## config.mk

```make
export PLATFORM = sky130hd
export DESIGN_NAME = hd_bus_responder
export DESIGN_NICKNAME = d
export VERILOG_FILES = /design/src/rtl/hd_pkg.sv /design/src/rtl/hd_write_fifo.sv /design/src/rtl/hd_bus_responder.sv
export SDC_FILE = /design/constraint.sdc
export NUM_CORES = 1
export LEC_CHECK = 0
export CORE_ASPECT_RATIO = 0.75
export CORE_MARGIN = 2
export CORE_UTILIZATION = 48
export DETAILED_ROUTE_END_ITERATION = 12
export PLACE_DENSITY = 0.81
export SLEW_MARGIN = 10
export SYNTH_ARGS = -nofsm -noshare
export SYNTH_HDL_FRONTEND = slang
export SYNTH_SLANG_ARGS = --single-unit
```

## constraint.sdc

```tcl
create_clock -name Clock -period 2.4 [get_ports Clock]
set_input_delay 0.36 -clock Clock [delete_from_list [all_inputs] [get_ports Clock]]
set_output_delay 0.36 -clock Clock [all_outputs]
set_load 0.05 [all_outputs]
```

## src/rtl/hd_pkg.sv

```systemverilog
// Shared types and defaults for the HD side-port responder.
// The entry struct is sized by HD_AW/HD_DW; the top parameters AW/DW must not exceed them.
package hd_pkg;

    localparam int HD_AW    = 32;
    localparam int HD_DW    = 32;
    localparam int HD_DEPTH = 4;

    typedef enum logic [1:0] {
        IDLE    = 2'd0,
        WR_REQ  = 2'd1,
        RD_REQ  = 2'd2,
        RD_DONE = 2'd3
    } hdState_t;

    typedef struct packed {
        logic [HD_AW-1:0] addr;
        logic [HD_DW-1:0] data;
    } hdEntry_t;

endpackage

```

## src/rtl/hd_write_fifo.sv

```systemverilog
// Posted-store buffer: DEPTH-entry circular queue of {addr, data}.
// Besides push/pop it looks at the newest entry so a store to the same address
// can be folded into it (only when combineEn is set by the parent).
module hd_write_fifo
    import hd_pkg::*;
#(
    parameter int DEPTH = HD_DEPTH
) (
    input  logic     Clock,
    input  logic     Reset,
    input  logic     wrEn,
    input  logic     combineEn,
    input  logic     headLocked,
    input  hdEntry_t wrEntry,
    input  logic     pop,
    output hdEntry_t headEntry,
    output logic     full,
    output logic     empty,
    output logic     combined
);

    localparam int PW = $clog2(DEPTH);
    localparam int CW = PW + 1;
    localparam logic [CW-1:0] FULL_COUNT = CW'(DEPTH);

    hdEntry_t      entries [DEPTH];
    logic [PW-1:0] rdPtr;
    logic [PW-1:0] wrPtr;
    logic [PW-1:0] tailPtr;
    logic [CW-1:0] count;
    logic          tailHit;
    logic          doPush;
    logic          doPop;

    assign full      = (count == FULL_COUNT);
    assign empty     = (count == '0);
    assign tailPtr   = wrPtr - PW'(1);
    assign headEntry = entries[rdPtr];

    // The newest entry may absorb a store unless it is also the head that is
    // already on the bus (a single entry whose transaction is in flight).
    assign tailHit  = ~empty & (entries[tailPtr].addr == wrEntry.addr)
                    & ~((count == CW'(1)) & headLocked);
    assign combined = wrEn & combineEn & tailHit;
    assign doPush   = wrEn & ~combined & ~full;
    assign doPop    = pop & ~empty;

    // Pointers wrap naturally (DEPTH is a power of two); count tracks occupancy.
    always_ff @(posedge Clock or negedge Reset) begin
        if (!Reset) begin
            rdPtr <= '0;
            wrPtr <= '0;
            count <= '0;
        end else begin
            if (doPush) wrPtr <= wrPtr + PW'(1);
            if (doPop)  rdPtr <= rdPtr + PW'(1);
            case ({doPush, doPop})
                2'b10:   count <= count + CW'(1);
                2'b01:   count <= count - CW'(1);
                default: count <= count;
            endcase
        end
    end

    // Entry storage; contents are don't-care while the slot is empty.
    always_ff @(posedge Clock) begin
        if (doPush) begin
            entries[wrPtr] <= wrEntry;
        end else if (combined) begin
            entries[tailPtr].data <= wrEntry.data;
        end
    end

endmodule

```

## src/rtl/hd_bus_responder.sv

```systemverilog
// HD side-port responder: posts processor stores into a write buffer and turns
// buffered stores and loads into req/ack transactions toward the HD model.
// Optional feature: define HD_WRITE_COMBINE_EN to fold a store into the newest
// not-yet-issued buffered store with the same address.
//
// HD handshake: HdReq rises with HdWe/HdAddr/HdWData stable and they stay
// stable until HdAck is sampled high on a rising edge while HdReq is high; the
// transaction completes on that edge and HdReq is low for at least one cycle
// before the next request. HdAck outside a request is ignored.
module hd_bus_responder
    import hd_pkg::*;
#(
    parameter int DEPTH = HD_DEPTH,
    parameter int AW    = HD_AW,
    parameter int DW    = HD_DW
) (
    input  logic          Clock,
    input  logic          Reset,
    input  logic          WriteHD,
    input  logic          ReadHD,
    input  logic [AW-1:0] CpuAddr,
    input  logic [DW-1:0] CpuWData,
    output logic          Stall,
    output logic          ReadValid,
    output logic [DW-1:0] ReadData,
    output logic          HdReq,
    output logic          HdWe,
    output logic [AW-1:0] HdAddr,
    output logic [DW-1:0] HdWData,
    input  logic          HdAck,
    input  logic [DW-1:0] HdRData,
    output hdState_t      DbgState
);

`ifdef HD_WRITE_COMBINE_EN
    localparam logic COMBINE_EN = 1'b1;
`else
    localparam logic COMBINE_EN = 1'b0;
`endif

    hdState_t      state;
    hdState_t      stateNext;
    logic [AW-1:0] rdAddr;
    logic          loadRdAddr;
    logic          captureRd;
    logic          pop;
    hdEntry_t      wrEntry;
    hdEntry_t      headEntry;
    logic          bufFull;
    logic          bufEmpty;
    logic          combined;

    // Store from the processor, widened into a buffer entry.
    always_comb begin
        wrEntry               = '0;
        wrEntry.addr[AW-1:0]  = CpuAddr;
        wrEntry.data[DW-1:0]  = CpuWData;
    end

    hd_write_fifo #(
        .DEPTH(DEPTH)
    ) u_write_fifo (
        .Clock     (Clock),
        .Reset     (Reset),
        .wrEn      (WriteHD),
        .combineEn (COMBINE_EN),
        .headLocked(state == WR_REQ),
        .wrEntry   (wrEntry),
        .pop       (pop),
        .headEntry (headEntry),
        .full      (bufFull),
        .empty     (bufEmpty),
        .combined  (combined)
    );

    // State register.
    always_ff @(posedge Clock or negedge Reset) begin
        if (!Reset) begin
            state <= IDLE;
        end else begin
            state <= stateNext;
        end
    end

    // Next state: writes always drain before a read is started, and a read that
    // arrives together with a store waits for that store.
    always_comb begin
        stateNext  = state;
        pop        = 1'b0;
        loadRdAddr = 1'b0;
        captureRd  = 1'b0;
        case (state)
            IDLE: begin
                if (!bufEmpty) begin
                    stateNext = WR_REQ;
                end else if (ReadHD && !WriteHD) begin
                    stateNext  = RD_REQ;
                    loadRdAddr = 1'b1;
                end
            end
            WR_REQ: begin
                if (HdAck) begin
                    pop       = 1'b1;
                    stateNext = IDLE;
                end
            end
            RD_REQ: begin
                if (HdAck) begin
                    captureRd = 1'b1;
                    stateNext = RD_DONE;
                end
            end
            RD_DONE: begin
                stateNext = IDLE;
            end
            default: begin
                stateNext = IDLE;
            end
        endcase
    end

    // Load address and returned data are held in registers across the transaction.
    always_ff @(posedge Clock or negedge Reset) begin
        if (!Reset) begin
            rdAddr   <= '0;
            ReadData <= '0;
        end else begin
            if (loadRdAddr) rdAddr   <= CpuAddr;
            if (captureRd)  ReadData <= HdRData;
        end
    end

    // Bus outputs follow the state directly so reset drops them at once.
    always_comb begin
        HdReq   = (state == WR_REQ) || (state == RD_REQ);
        HdWe    = (state == WR_REQ);
        HdAddr  = '0;
        HdWData = '0;
        if (state == WR_REQ) begin
            HdAddr  = headEntry.addr[AW-1:0];
            HdWData = headEntry.data[DW-1:0];
        end else if (state == RD_REQ) begin
            HdAddr = rdAddr;
        end
    end

    // A store that folds into the buffer never stalls, even with the buffer full.
    assign Stall     = (bufFull & ~combined) | (ReadHD & (state != RD_DONE));
    assign ReadValid = (state == RD_DONE);
    assign DbgState  = state;

endmodule

```

# Yosys cells after proc, flatten, opt, wreduce, memory -nomap -nowiden
# Memory sizes are Yosys's and may differ from the RTL's.
# Cells that the tools add are included.
dict set report word_totals {
  reg_bits 73
  out_inout_bits 102
  wordCells 51
  memories 1
  ramBits 256
}
# name depth word_bits read_ports rd_ports_with_merged_regs wr line_no
set memory_table {}
lappend memory_table {u_write_fifo.entries 4 64 1 0 1 hd_write_fifo.sv:26} ;# hdEntry_t entries [DEPTH];
dict set report classes {
  mux 17
  n_eq_ne 10
  n_addsub 4
  reduce_logical 7
  n_bitwise 6
}
# op n
set ops {}
lappend ops {{32-bit 2-to-1 mux} 3}
lappend ops {{1-bit 2-to-1 mux} 8}
lappend ops {{2-bit 2-to-1 mux} 4}
lappend ops {{2-bit one-hot mux with 4 select lines} 1}
lappend ops {{2-bit equality test (second input constant)} 3}
lappend ops {{3-bit one-hot mux with 2 select lines} 1}
lappend ops {{2-bit by 1-bit adder with 2-bit output (second input constant)} 2}
lappend ops {{2-bit by 1-bit equality test with 1-bit output (second input constant)} 2}
lappend ops {{2-bit inequality test (second input constant)} 2}
lappend ops {{3-bit by 1-bit adder with 3-bit output (second input constant)} 1}
lappend ops {{1-bit bitwise AND} 3}
lappend ops {{3-bit equality test (second input constant)} 1}
lappend ops {{3-bit logical NOT} 1}
lappend ops {{3-bit inequality test (second input constant)} 1}
lappend ops {{3-bit AND reduction} 1}
lappend ops {{3-bit by 1-bit subtractor with 3-bit output (second input constant)} 1}
lappend ops {{2-bit logical NOT} 1}
lappend ops {{2-bit by 1-bit inequality test with 1-bit output (second input constant)} 1}
lappend ops {{1-bit NOT} 2}
lappend ops {{2-bit nonzero test} 1}
lappend ops {{1-bit logical AND} 1}
lappend ops {{1-bit logical NOT} 1}
lappend ops {{1-bit logical OR} 1}
lappend ops {{1-bit bitwise OR} 1}

# Logic depth before layout (Yosys ltp)
# Gate-level depths: netlist (run 1).
dict set report logic_depth {
  word_depth 5
  depth_mapped 9
  ltp_nobuf 9
}

# Hierarchy
# A second synthesis (run 1) with hierarchy kept.
dict set report unflattened {
  cells_unflattened 722
  area_unflattened_um2 14133.6
}
# module area_each_um2 seq_area_each_um2 instances cells_per_inst
set by_module_without_submodules {}
lappend by_module_without_submodules {hd_write_fifo 10889.2 7862.5 1 485}
lappend by_module_without_submodules {hd_bus_responder 3244.4 1651.6 1 237}

# Least setup slack after synthesis (run 1)
# No wires, ideal clock.
dict set report synth_path {
  path_kind {register -> output}
  startpoint {register state[1], in the netlist DbgState[1]}
  endpoint {output port HdAddr[10]}
  t_required_ps 2040
  slack_ps -344
  path_stages_with_launch 6
  t_arrival_ps 2384
  path_cell_list {dfrtp_1 > inv_1 > ha_1 > clkbuf_1 > clkbuf_1 > a22o_1}
}
dict set report synth_via {
  elab_cells_between_ends 4
  classes_between {eq/ne: 2; mux: 2}
}
# element line_no
set synth_lines {}
lappend synth_lines {{start: declaration} hd_bus_responder.sv:41} ;# hdState_t state;
lappend synth_lines {{start signal: assignment} hd_bus_responder.sv:81} ;# state <= stateNext;
lappend synth_lines {{2-bit by 1-bit equality test with 1-bit output} --}
lappend synth_lines {{via HdWe} hd_bus_responder.sv:27} ;# output logic HdWe,
lappend synth_lines {{32-bit 2-to-1 mux} hd_bus_responder.sv:139} ;# if (state == WR_REQ) begin
lappend synth_lines {{end: declaration} hd_bus_responder.sv:28} ;# output logic [AW-1:0] HdAddr,
# The timed path passes the listed nets, and every way through them passes these cells.

# Worst setup path in the final report (run 1)
dict set report layout_path {
  startpoint {register u_write_fifo.rdPtr[0]}
  endpoint {output port HdAddr[30]}
}
dict set report layout_via {
  elab_chain_len 2
}
# element line_no
set layout_rtl {}
lappend layout_rtl {{start: declaration} hd_write_fifo.sv:27} ;# logic [PW-1:0] rdPtr;
lappend layout_rtl {{start signal: assignment} hd_write_fifo.sv:56} ;# if (doPop) rdPtr <= rdPtr + PW'(1);
lappend layout_rtl {{memory 4 x 64 bit} --}
lappend layout_rtl {{32-bit 2-to-1 mux} hd_bus_responder.sv:139}
# No other way between the ends.

==> results of run 1 <==
==> path summary, 6_finish.rpt <==
| check | start | endpoint | slack, ps | depth (start not counted) |
|---|---|---|---|---|
| max in group asynchronous | Reset | DbgState[0]$_DFFE_PN0P_ | 1450 | 3 |
| setup reg to reg | u_write_fifo.count[1]$_DFFE_PN0P_ | u_write_fifo.count[2]$_DFFE_PN0P_ | 230 | 9 |
| setup / recovery | u_write_fifo.rdPtr[0]$_DFFE_PN0P_ | HdAddr[30] | -210 | 5 |
| min in group Clock | HdRData[17] | ReadData[17]$_DFFE_PN0P_ | 430 | 2 |
| hold / removal | Reset | rdAddr[4]$_DFFE_PN0P_ | 320 | 2 |
| hold reg to reg | ReadData[18]$_DFFE_PN0P_ | ReadData[18]$_DFFE_PN0P_ | 510 | 1 |
==> cells by family after synthesis <==
family | share of synthesized area
DFF | 0.7375
muxes | 0.1799
and+or+nand+nor | 0.02357
buffers and inverters | 0.01930
AOI/OAI and AO/OA | 0.02435
adders and majority gates | 0.01125
xor gates and xnor gates | 0.004074
==> worst max-delay path: stages (launching register included) <==
cell and delay (ps):
dfrtp_4 530, buf_4 170, buf_16 140, mux4_2 420, a22o_2 300, buf_12 150
==> timing repair <==
item	in CTS	in global routing
hold endpoints to repair	28	0
gates resized for setup	84	29
hold buffers	1	0
setup buffers	7	8
setup endpoints to repair	65	64
gates cloned	8	5
==> cells in the mapped netlist, types with 4 or more instances <==
library cell | count | area share
clkbuf_1 | 13 | 0.0038
mux2_2 | 35 | 0.031
buf_2 | 10 | 0.0039
mux4_2 | 64 | 0.11
and3_1 | 4 | 0.0019
dfrtp_1 | 73 | 0.14
and2_1 | 32 | 0.016
a22o_1 | 32 | 0.022
ha_1 | 10 | 0.0097
mux2_4 | 31 | 0.036
edfxtp_1 | 256 | 0.60
inv_1 | 9 | 0.0026
==> power groups by stage <==
stage          Clock (W)  Combinational [W]  Sequential (W)
5_1_grt          0.00531             0.0133         0.00851
4_1_cts          0.00509             0.0124         0.00833
3_5_place_dp           0             0.0112         0.00842
3_3_place_gp           0             0.0111         0.00833
2_1_floorplan          0            0.00618         0.00924
6_report         0.00499             0.0128         0.00837
==> sequential cells by signal (all words and copies together) (netlist names) <==
signal and count:
u_write_fifo.wrPtr 2, DbgState 2, u_write_fifo.count 3, ReadData 32, u_write_fifo.rdPtr 2, u_write_fifo.entries 256, rdAddr 32
==> metrics by stage <==
stage | utilization | worst slack [ps] | power (W)
after CTS | 0.6681 | -231.3 | 0.02587
final | 0.6779 | -214.9 | 0.02611
after global placement | 0.6056 | 213.7 | 0.01946
after global routing | 0.6779 | -270.5 | 0.02711
after detailed placement | 0.6056 | 131.8 | 0.01964
after floorplan | - | -120.8 | 0.01541
==> area by class of cell <==
cell class / count / area (µm²)
multi-input combinational: 235 / 3445
tap: 344 / 430.4
inverter: 9 / 33.78
timing repair buffer: 253 / 3238
sequential: 329 / 9524
clock inverter: 14 / 141.4
clock buffer: 43 / 922.1
fill: 1650 / 8428
==> layer usage <==
layer	vias up	share of wire
met5	-	0
li1	2945	-
met2	213	0.48
met4	0	0.016
met1	3538	0.44
met3	35	0.063
==> cell usage in the layout (no fill, tap or decap), drive strengths merged, types with 3 or more instances in the layout <==
cell type / synthesis / routed
dfrtp: 73 / 73
xnor2: 3 / 3
clkinv: 0 / 11
ha: 10 / 10
mux2: 66 / 66
and2: 33 / 33
clkbuf: 13 / 47
edfxtp: 256 / 256
nor2: 3 / 3
a22o: 32 / 32
bufinv: 0 / 3
clkdlybuf4s50: 0 / 133
mux4: 64 / 64
xor2: 3 / 3
buf: 19 / 114
inv: 9 / 9
nand2: 3 / 3
and3: 4 / 4
==> flow_summary_export.csv, run 1 <==
group,metric,value,unit
global_routing,grt_pass1_vias,7195,
drt,drt_iter0_drc,421,
global_routing,met1_usage,0.2801,
clocking,clockRootBuffer,"clkbuf_16",
clocking,worstSkewPairLatency,540,ps
setup_path,cp-end-kind,"output pin",
timing,setup_violations,64,
status,status,"finished with violations",
place,dp_hpwl,15.86,mm
synth,yosysUniqueCellTypes,31,
global_routing,busiest_layer,"met2",
place,port_buffers,202,
floorplan,rows,51,
global_routing,grtUsageMet3,0.04450,
clocking,cts_tree,"built",
power_and_ir_drop,worst_ir_drop_vdd,1003,µV
status,violations,"negative setup slack",
drt,avgViaCountPerCell,5.486,
power_and_ir_drop,p_leak,6.656,nW
power_and_ir_drop,p_clk_frac,0.191,
floorplan,dieWidth,193.3,µm
place,place.gp.congestion,0.7179,
timing,finalCriticalPeriod,2615,ps
synth,synth_nets,717,
drt,post_drt_wl_per_cell,22.93,µm
clocking,cts.sinks,329,
timing,fin_skew,15.87,ps
timing,tightest_slew,544.0,ps
cells_and_area,syn_to_final_growth,37.48,%
power_and_ir_drop,power_density,1472,nW/µm²
drt,dr.pass1.iters,4,
floorplan,boundaryPins,203,
clocking,cts_made_buffers,31,
synth,synthFlopType,"edfxtp_1",
drt,via_count,6731,
drt,antenna_left,0,
timing,drv_slew,0,
global_routing,grtUsageTotal,0.1953,
synth,syn_inst,605,
synth,yosysSeqAreaShare,0.7375,
global_routing,antenna_found_initial,1,
power_and_ir_drop,power_frac_comb,0.489,
place,dp.cells,1144,
synth,synth_edf_count,256,
cells_and_area,insertedDiodeCount,0,
timing,slew_headroom,0.6362,
timing,fmax,0.3824,GHz
floorplan,core_area,26160,µm²
power_and_ir_drop,power.switching,0.009333,W
clocking,cts_max_level,1,
timing,grt_setup_unrepaired,"yes",
floorplan,die-area,28220,µm²
clocking,cts.clk_slew.worst_paths,60,ps
cells_and_area,drive_gt1_frac,0.4270,
timing,final_hold_viol_count,0,
cells_and_area,design_area,17730,µm²
synth,syn_area_per_cell,21.32,µm²
timing,fin_crit_sh,1.090,
hold_path,hold_class,"in2async",
clocking,cts_buffer_depth,3,
global_routing,overflow,0,
cells_and_area,instances_no_fill,1227,
synth,syn-cell-area,12900,µm²
global_routing,use_met2,0.3114,
setup_path,path_class,"reg2out",
setup_path,cp.required,2040,ps
place,placed_area,15840,µm²
synth,async_reset_ff_frac,0.2219,
drt,drc,0,
job,maxCapViolCount,0,
setup_path,crit_arrival,2250,ps
timing,fin_setup_tns,-8512,ps
setup_path,startpoint_type,"register",
synth,synth-seq-cells,329,
timing,worst_slack,-214.9,ps
synth,yosysWarnings,0,
drt,routed_wirelength,28.13,mm
power_and_ir_drop,p_int,0.01678,W
cells_and_area,num-nets-final,971,
timing,hold-worst-slack,318.5,ps
setup_path,cp_max_fo,6,
floorplan,start_util,0.4931,
global_routing,grt_pass1_wl,42.49,mm
global_routing,grt_max_degree,65,
power_and_ir_drop,sequentialPowerShare,0.320,
power_and_ir_drop,switching_share,0.3574,
floorplan,die_h,146.0,µm
Power figures use the tool's default switching activity.
==> inputs of run 2 (changes only) <==
- CORE_MARGIN: 2 -> 3
- GPL_TIMING_DRIVEN: unset -> 0
- SETUP_SLACK_MARGIN: unset -> 0.3
==> flow_summary_export.csv, run 2 (synthesis results as in run 1) <==
group,metric,value,unit
status,status,"finished with violations",
cells_and_area,syn_to_final_growth,36.18,%
global_routing,grt_max_degree,56,
drt,drc,0,
setup_path,endpoint,"HdAddr[20]",
drt,drt_iter0_drc,371,
setup_path,rr_endpoint,"u_write_fifo.count[2]$_DFFE_PN0P_",
timing,setup_violations,61,
place,port_buffers,202,
timing,fin_crit_sh,1.058,
floorplan,core_area,26230,µm²
place,place.gp.congestion,0.7182,
floorplan,dieWidth,195.3,µm
cells_and_area,final_cell_mix,"edfxtp_1, clkdlybuf4s50_1, dfrtp_1",
global_routing,antenna_found_initial,1,
cells_and_area,num-nets-final,979,
timing,final_hold_viol_count,0,
power_and_ir_drop,p_leak,6.626,nW
floorplan,rows,51,
timing,worst_slack,-139.3,ps
cells_and_area,final_util,0.6698,
setup_path,r2r-start,"u_write_fifo.count[0]$_DFFE_PN0P_",
cells_and_area,regArea,9519,µm²
global_routing,grt_pass1_vias,7277,
cells_and_area,regMostFlops,"u_write_fifo.entries",
cells_and_area,drive_gt1_frac,0.4311,
setup_path,cp_max_fo,5,
cells_and_area,design_area,17570,µm²
clocking,cts_max_level,2,
timing,drv_slew,0,
power_and_ir_drop,p_total,0.02555,W
global_routing,grtUsageTotal,0.1910,
status,violations,"negative setup slack",
drt,antenna_left,0,
clocking,cts_tree,"built",
power_and_ir_drop,worst_ir_drop_vdd,911.7,µV
place,dp_hpwl,17.09,mm
clocking,clockRootBuffer,"clkbuf_16",
timing,fin_skew,15.34,ps
job,maxCapViolCount,0,
setup_path,cp-end-kind,"output pin",
floorplan,boundaryPins,203,
clocking,cts_buffer_depth,3,
drt,avgViaCountPerCell,5.365,
cells_and_area,fill_cells,1721,
clocking,cts_made_buffers,35,
timing,finalCriticalPeriod,2539,ps
cells_and_area,multiInputGateArea,3536,µm²
cells_and_area,layout_commonest_cell,"edfxtp_1",
global_routing,grt_pass1_wl,42.48,mm
timing,fmax,0.3938,GHz
drt,post_drt_wl_per_cell,22.32,µm
hold_path,hold_class,"in2async",
floorplan,die_h,148.0,µm
cells_and_area,largest_register_ffs,256,
timing,tightest_slew,539.1,ps
timing,slew_headroom,0.6395,
global_routing,overflow,0,
drt,routed_wirelength,27.61,mm
cells_and_area,largestRegisters,"u_write_fifo.entries x256, ReadData x32, rdAddr x32",
floorplan,start_util,0.4919,
setup_path,startpoint_type,"register",
setup_path,rr_worst_depth,9,
cells_and_area,insertedDiodeCount,0,
timing,hold-worst-slack,309.3,ps
setup_path,cp.required,2040,ps
setup_path,r2r_setup_slack,340,ps
drt,via_count,6637,
place,placed_area,15830,µm²
clocking,cts.sinks,329,
setup_path,path_class,"reg2out",
floorplan,die-area,28900,µm²
setup_path,crit_start,"u_write_fifo.rdPtr[0]$_DFFE_PN0P_",
setup_path,crit_arrival,2180,ps
power_and_ir_drop,power_density,1454,nW/µm²
clocking,cts.clk_slew.worst_paths,60,ps
timing,grt_setup_unrepaired,"yes",
clocking,worstSkewPairLatency,490,ps
drt,dr.pass1.iters,4,
-- run 2: power breakdown --
part           switching, W  total, W  internal (W)
Clock               0.00210   0.00515       0.00305
Sequential         0.000565   0.00830       0.00774
Combinational       0.00662    0.0121       0.00547
Total               0.00929    0.0255        0.0163
-- run 2: how the worst min path moves through the flow --
stage,from,end,slack [ps],cells past startpoint
floorplan,Reset,DbgState[0]$_DFFE_PN0P_,60,0
global placement,ReadData[18]$_DFFE_PN0P_,ReadData[18]$_DFFE_PN0P_,490,1
detailed placement,Reset,ReadData[15]$_DFFE_PN0P_,290,1
CTS,Reset,rdAddr[9]$_DFFE_PN0P_,300,2
global route,Reset,ReadData[15]$_DFFE_PN0P_,330,2
finish,Reset,rdAddr[18]$_DFFE_PN0P_,310,2
-- run 2: area by class of cell --
type,instances,share of cell area
Timing Repair Buffer,225,0.1417
Clock buffer,47,0.05484
Clock inverter,16,0.007906
Inverter,9,0.001923
Tap cell,344,0.02450
Sequential cell,329,0.5419
Buffer,32,0.02593
Multi-Input combinational cell,235,0.2013
-- run 2: through the flow --
stage / cells / setup slack, ps / setup TNS, ps
after global placement: 1151 / -2230 / -272160
after CTS: 1235 / -124.8 / -5381
after global routing: 1237 / -194.2 / -8656
after detailed placement: 1156 / -503.2 / -27840
final: 1237 / -139.3 / -3542
after floorplan: 605 / 136.8 / 0
-- run 2: layer usage --
metal / up-vias / GRT usage / wire length [µm]
met2: 167 / 0.3208 / 14020
met5: - / 0 / 13
met4: 2 / 0.04809 / 462
met1: 3462 / 0.2639 / 11830
li1: 2971 / - / -
met3: 35 / 0.03418 / 1284
-- run 2: worst max-delay path, stage by stage, from the launching register on --
cell	delay (ps)
dfrtp_2	430
buf_4	170
clkbuf_16	160
mux4_2	540
a22o_4	240
buf_6	150
-- run 2: what timing repair did --
item,CTS,global route
cloned,2,1
setup buffers,13,1
pin swaps,8,6
setup endpoints to repair,72,66
hold buffers,1,0
hold endpoints to repair,18,0
resized for setup,542,18
==> inputs of run 3 (changes only) <==
- CAP_MARGIN: unset -> 20
- CORE_UTILIZATION: 48 -> 49
- PLACE_DENSITY: 0.81 -> 0.82
- SYNTH_HIERARCHICAL: unset -> 1
==> flow_summary_export.csv, run 3 <==
group,metric,value,unit
status,status,"finished with violations",
status,violations,"negative setup slack",
setup_path,crit_arrival,2270,ps
synth,syn_area_per_cell,19.58,µm²
clocking,clockRootBuffer,"clkbuf_16",
synth,synth-seq-cells,329,
clocking,cts.clk_slew.worst_paths,60,ps
drt,dr.pass1.iters,5,
synth,syn-cell-area,14130,µm²
cells_and_area,syn_to_final_growth,40.39,%
drt,drt_iter0_drc,726,
drt,post_drt_wl_per_cell,26.54,µm
setup_path,startpoint_type,"register",
synth,async_reset_ff_frac,0.2219,
drt,routed_wirelength,38.37,mm
setup_path,rr_worst_depth,5,
job,maxCapViolCount,0,
setup_path,endpoint,"HdAddr[18]",
timing,worst_slack,-227.8,ps
synth,synthTopCellsByCount,"edfxtp_1, mux4_2, dfrtp_1",
clocking,cts.sinks,329,
timing,drv_slew,0,
drt,antenna_left,0,
floorplan,core_area,28180,µm²
drt,wl_met2,17.96,mm
floorplan,start_util,0.5015,
cells_and_area,layout_commonest_cell,"edfxtp_1",
drt,avgViaCountPerCell,5.904,
setup_path,r2r_setup_slack,380,ps
setup_path,crit_slowest_cell,"mux4_2",
drt,highest_layer,"met4",
power_and_ir_drop,p_leak,7.410,nW
synth,synth_xor_area_frac,0.02541,
floorplan,rows,53,
setup_path,cp.depth,6,
timing,fin_crit_sh,1.095,
power_and_ir_drop,worst_ir_drop_vdd,1093,µV
setup_path,r2r-start,"u_write_fifo/wrPtr[1]$_DFFE_PN0P_",
synth,synthSimpleGateAreaFrac,0.03842,
timing,final_hold_viol_count,0,
synth,ys_top_cells_by_area,"edfxtp_1, mux4_2, dfrtp_1",
global_routing,antenna_found_initial,0,
synth,yosys.area.top_type,"edfxtp_1",
timing,setup_violations,60,
synth,synth_top_area_share,0.5439,
drt,via_count,8537,
timing,grt_setup_unrepaired,"yes",
drt,m1WireLength,15.84,mm
synth,synth_top_family_by_area,"multiplexers",
synth,synthMuxAreaShare,0.2123,
clocking,cts_tree,"built",
global_routing,grt_pass1_wl,56.55,mm
clocking,cts_buffer_depth,3,
global_routing,grt_pass1_vias,8974,
global_routing,grtUsageTotal,0.2434,
floorplan,die_h,153.1,µm
place,place.gp.congestion,0.8305,
cells_and_area,multiInputGateArea,4853,µm²
clocking,cts_made_buffers,34,
place,dp.cells,1314,
cells_and_area,insertedDiodeCount,0,
place,port_buffers,202,
setup_path,cp_max_fo,7,
timing,fmax,0.3806,GHz
synth,yosysWarnings,6,
synth,synth-compound-area-share,0.02620,
clocking,worstSkewPairLatency,520,ps
setup_path,max_stage_delay,530,ps
synth,yosysSeqAreaShare,0.6732,
synth,synthFlopType,"edfxtp_1",
synth,synth_nets,832,
setup_path,path_cells,"buf_12 > buf_12 > buf_12 > mux4_2 > a22o_4 > buf_8",
place,dp_hpwl,22.54,mm
drt,drc,0,
synth,yosysUniqueCellTypes,40,
timing,slew_headroom,0.2827,
cells_and_area,drive_gt1_frac,0.4477,
hold_path,hold_class,"in2async",
synth,syn_inst,722,
setup_path,path_class,"reg2out",
cells_and_area,fill_cells,1731,
timing,finalCriticalPeriod,2628,ps
cells_and_area,instances_no_fill,1446,
cells_and_area,regArea,9519,µm²
power_and_ir_drop,power_density,1493,nW/µm²
cells_and_area,num-nets-final,1146,
setup_path,crit_top_cell,"buf_12",
setup_path,cp.required,2040,ps
setup_path,path_delay_family,"multiplexers",
clocking,cts_max_level,2,
synth,synth.most_common_cell,"edfxtp_1",
floorplan,dieWidth,202.1,µm
setup_path,critPathBufInv,4,
drt,wl_met3,3.996,mm
global_routing,grt_max_degree,57,
cells_and_area,final_util,0.7040,
setup_path,rr_endpoint,"u_write_fifo/entries[0][7]$_DFFE_PP_",
cells_and_area,largest_register_ffs,256,
floorplan,die-area,30940,µm²
timing,tightest_slew,1066,ps
floorplan,boundaryPins,203,
cells_and_area,regMostFlops,"u_write_fifo/entries",
global_routing,overflow,0,
synth,synth_edf_count,256,
cells_and_area,largestRegisters,"u_write_fifo/entries x256, ReadData x32, rdAddr x32",
cells_and_area,final_cell_mix,"edfxtp_1, clkdlybuf4s50_1, mux4_2",
setup_path,crit_start,"u_write_fifo/rdPtr[1]$_DFFE_PN0P_",
synth,synth-adder-area-share,0.007967,
setup_path,cp-end-kind,"output pin",
timing,fin_skew,32.44,ps
-- run 3: metrics by stage --
step	TNS [ps]	hold slack (ps)	area, µm²	total power, W	worst slack, ps
floorplan	0	64.41	14370	0.01707	189.4
global placement	-274970	488.3	16870	0.02075	-2290
detailed placement	-91590	273.1	16970	0.02101	-728.6
CTS	-9109	263.2	19360	0.02871	-243.5
global route	-10690	295.7	19840	0.03070	-277.0
finish	-7628	280.1	19840	0.02963	-227.8
-- run 3: repair_timing --
action	in CTS	in global routing
endpoints found under the hold margin	17	0
buffers inserted	38	18
resized for setup	613	85
gates cloned	11	3
setup endpoints to repair	330	149
pin swaps	35	42
hold buffers	1	0
-- run 3: worst min-delay path by stage --
stage | from | end | slack, ps
2_1_floorplan | Reset | DbgState[0]$_DFFE_PN0P_ | 60
3_3_place_gp | ReadData[0]$_DFFE_PN0P_ | ReadData[0]$_DFFE_PN0P_ | 490
3_5_place_dp | Reset | rdAddr[15]$_DFFE_PN0P_ | 270
4_1_cts | Reset | rdAddr[3]$_DFFE_PN0P_ | 260
5_1_grt | Reset | rdAddr[3]$_DFFE_PN0P_ | 300
6_report | Reset | rdAddr[3]$_DFFE_PN0P_ | 280
-- run 3: area by class of cell --
cell class | instances | share of cell area
sequential | 329 | 0.4798
buffer | 39 | 0.02730
clock inverter | 11 | 0.006558
inverter | 6 | 0.001135
multi-input combinational | 352 | 0.2446
clock buffer | 50 | 0.04849
timing repair buffer | 274 | 0.1679
tap | 385 | 0.02428
-- run 3: power breakdown --
group | internal [W] | switching (W) | total, W
clock | 0.00311 | 0.00214 | 0.00524
combinational | 0.00753 | 0.00851 | 0.0160
sequential | 0.00770 | 0.000652 | 0.00835
-- run 3: cells by family (layout without fill, tap and decap cells) --
| logic type | count (synthesis) | in the layout |
|---|---|---|
| compound gates | 47 | 47 |
| other cells | 1 | 1 |
| buf+inv | 45 | 380 |
| simple gates | 87 | 91 |
| flops | 329 | 329 |
| xor+xnor | 41 | 41 |
| mux | 163 | 163 |
| fa+ha+maj | 9 | 9 |
-- run 3: routing by layer --
layer  GRT usage  vias to the layer above
met5           0                        -
met4     0.05275                        0
met3     0.08218                       56
met2      0.3781                      459
met1      0.3410                     4469
li1            -                     3553
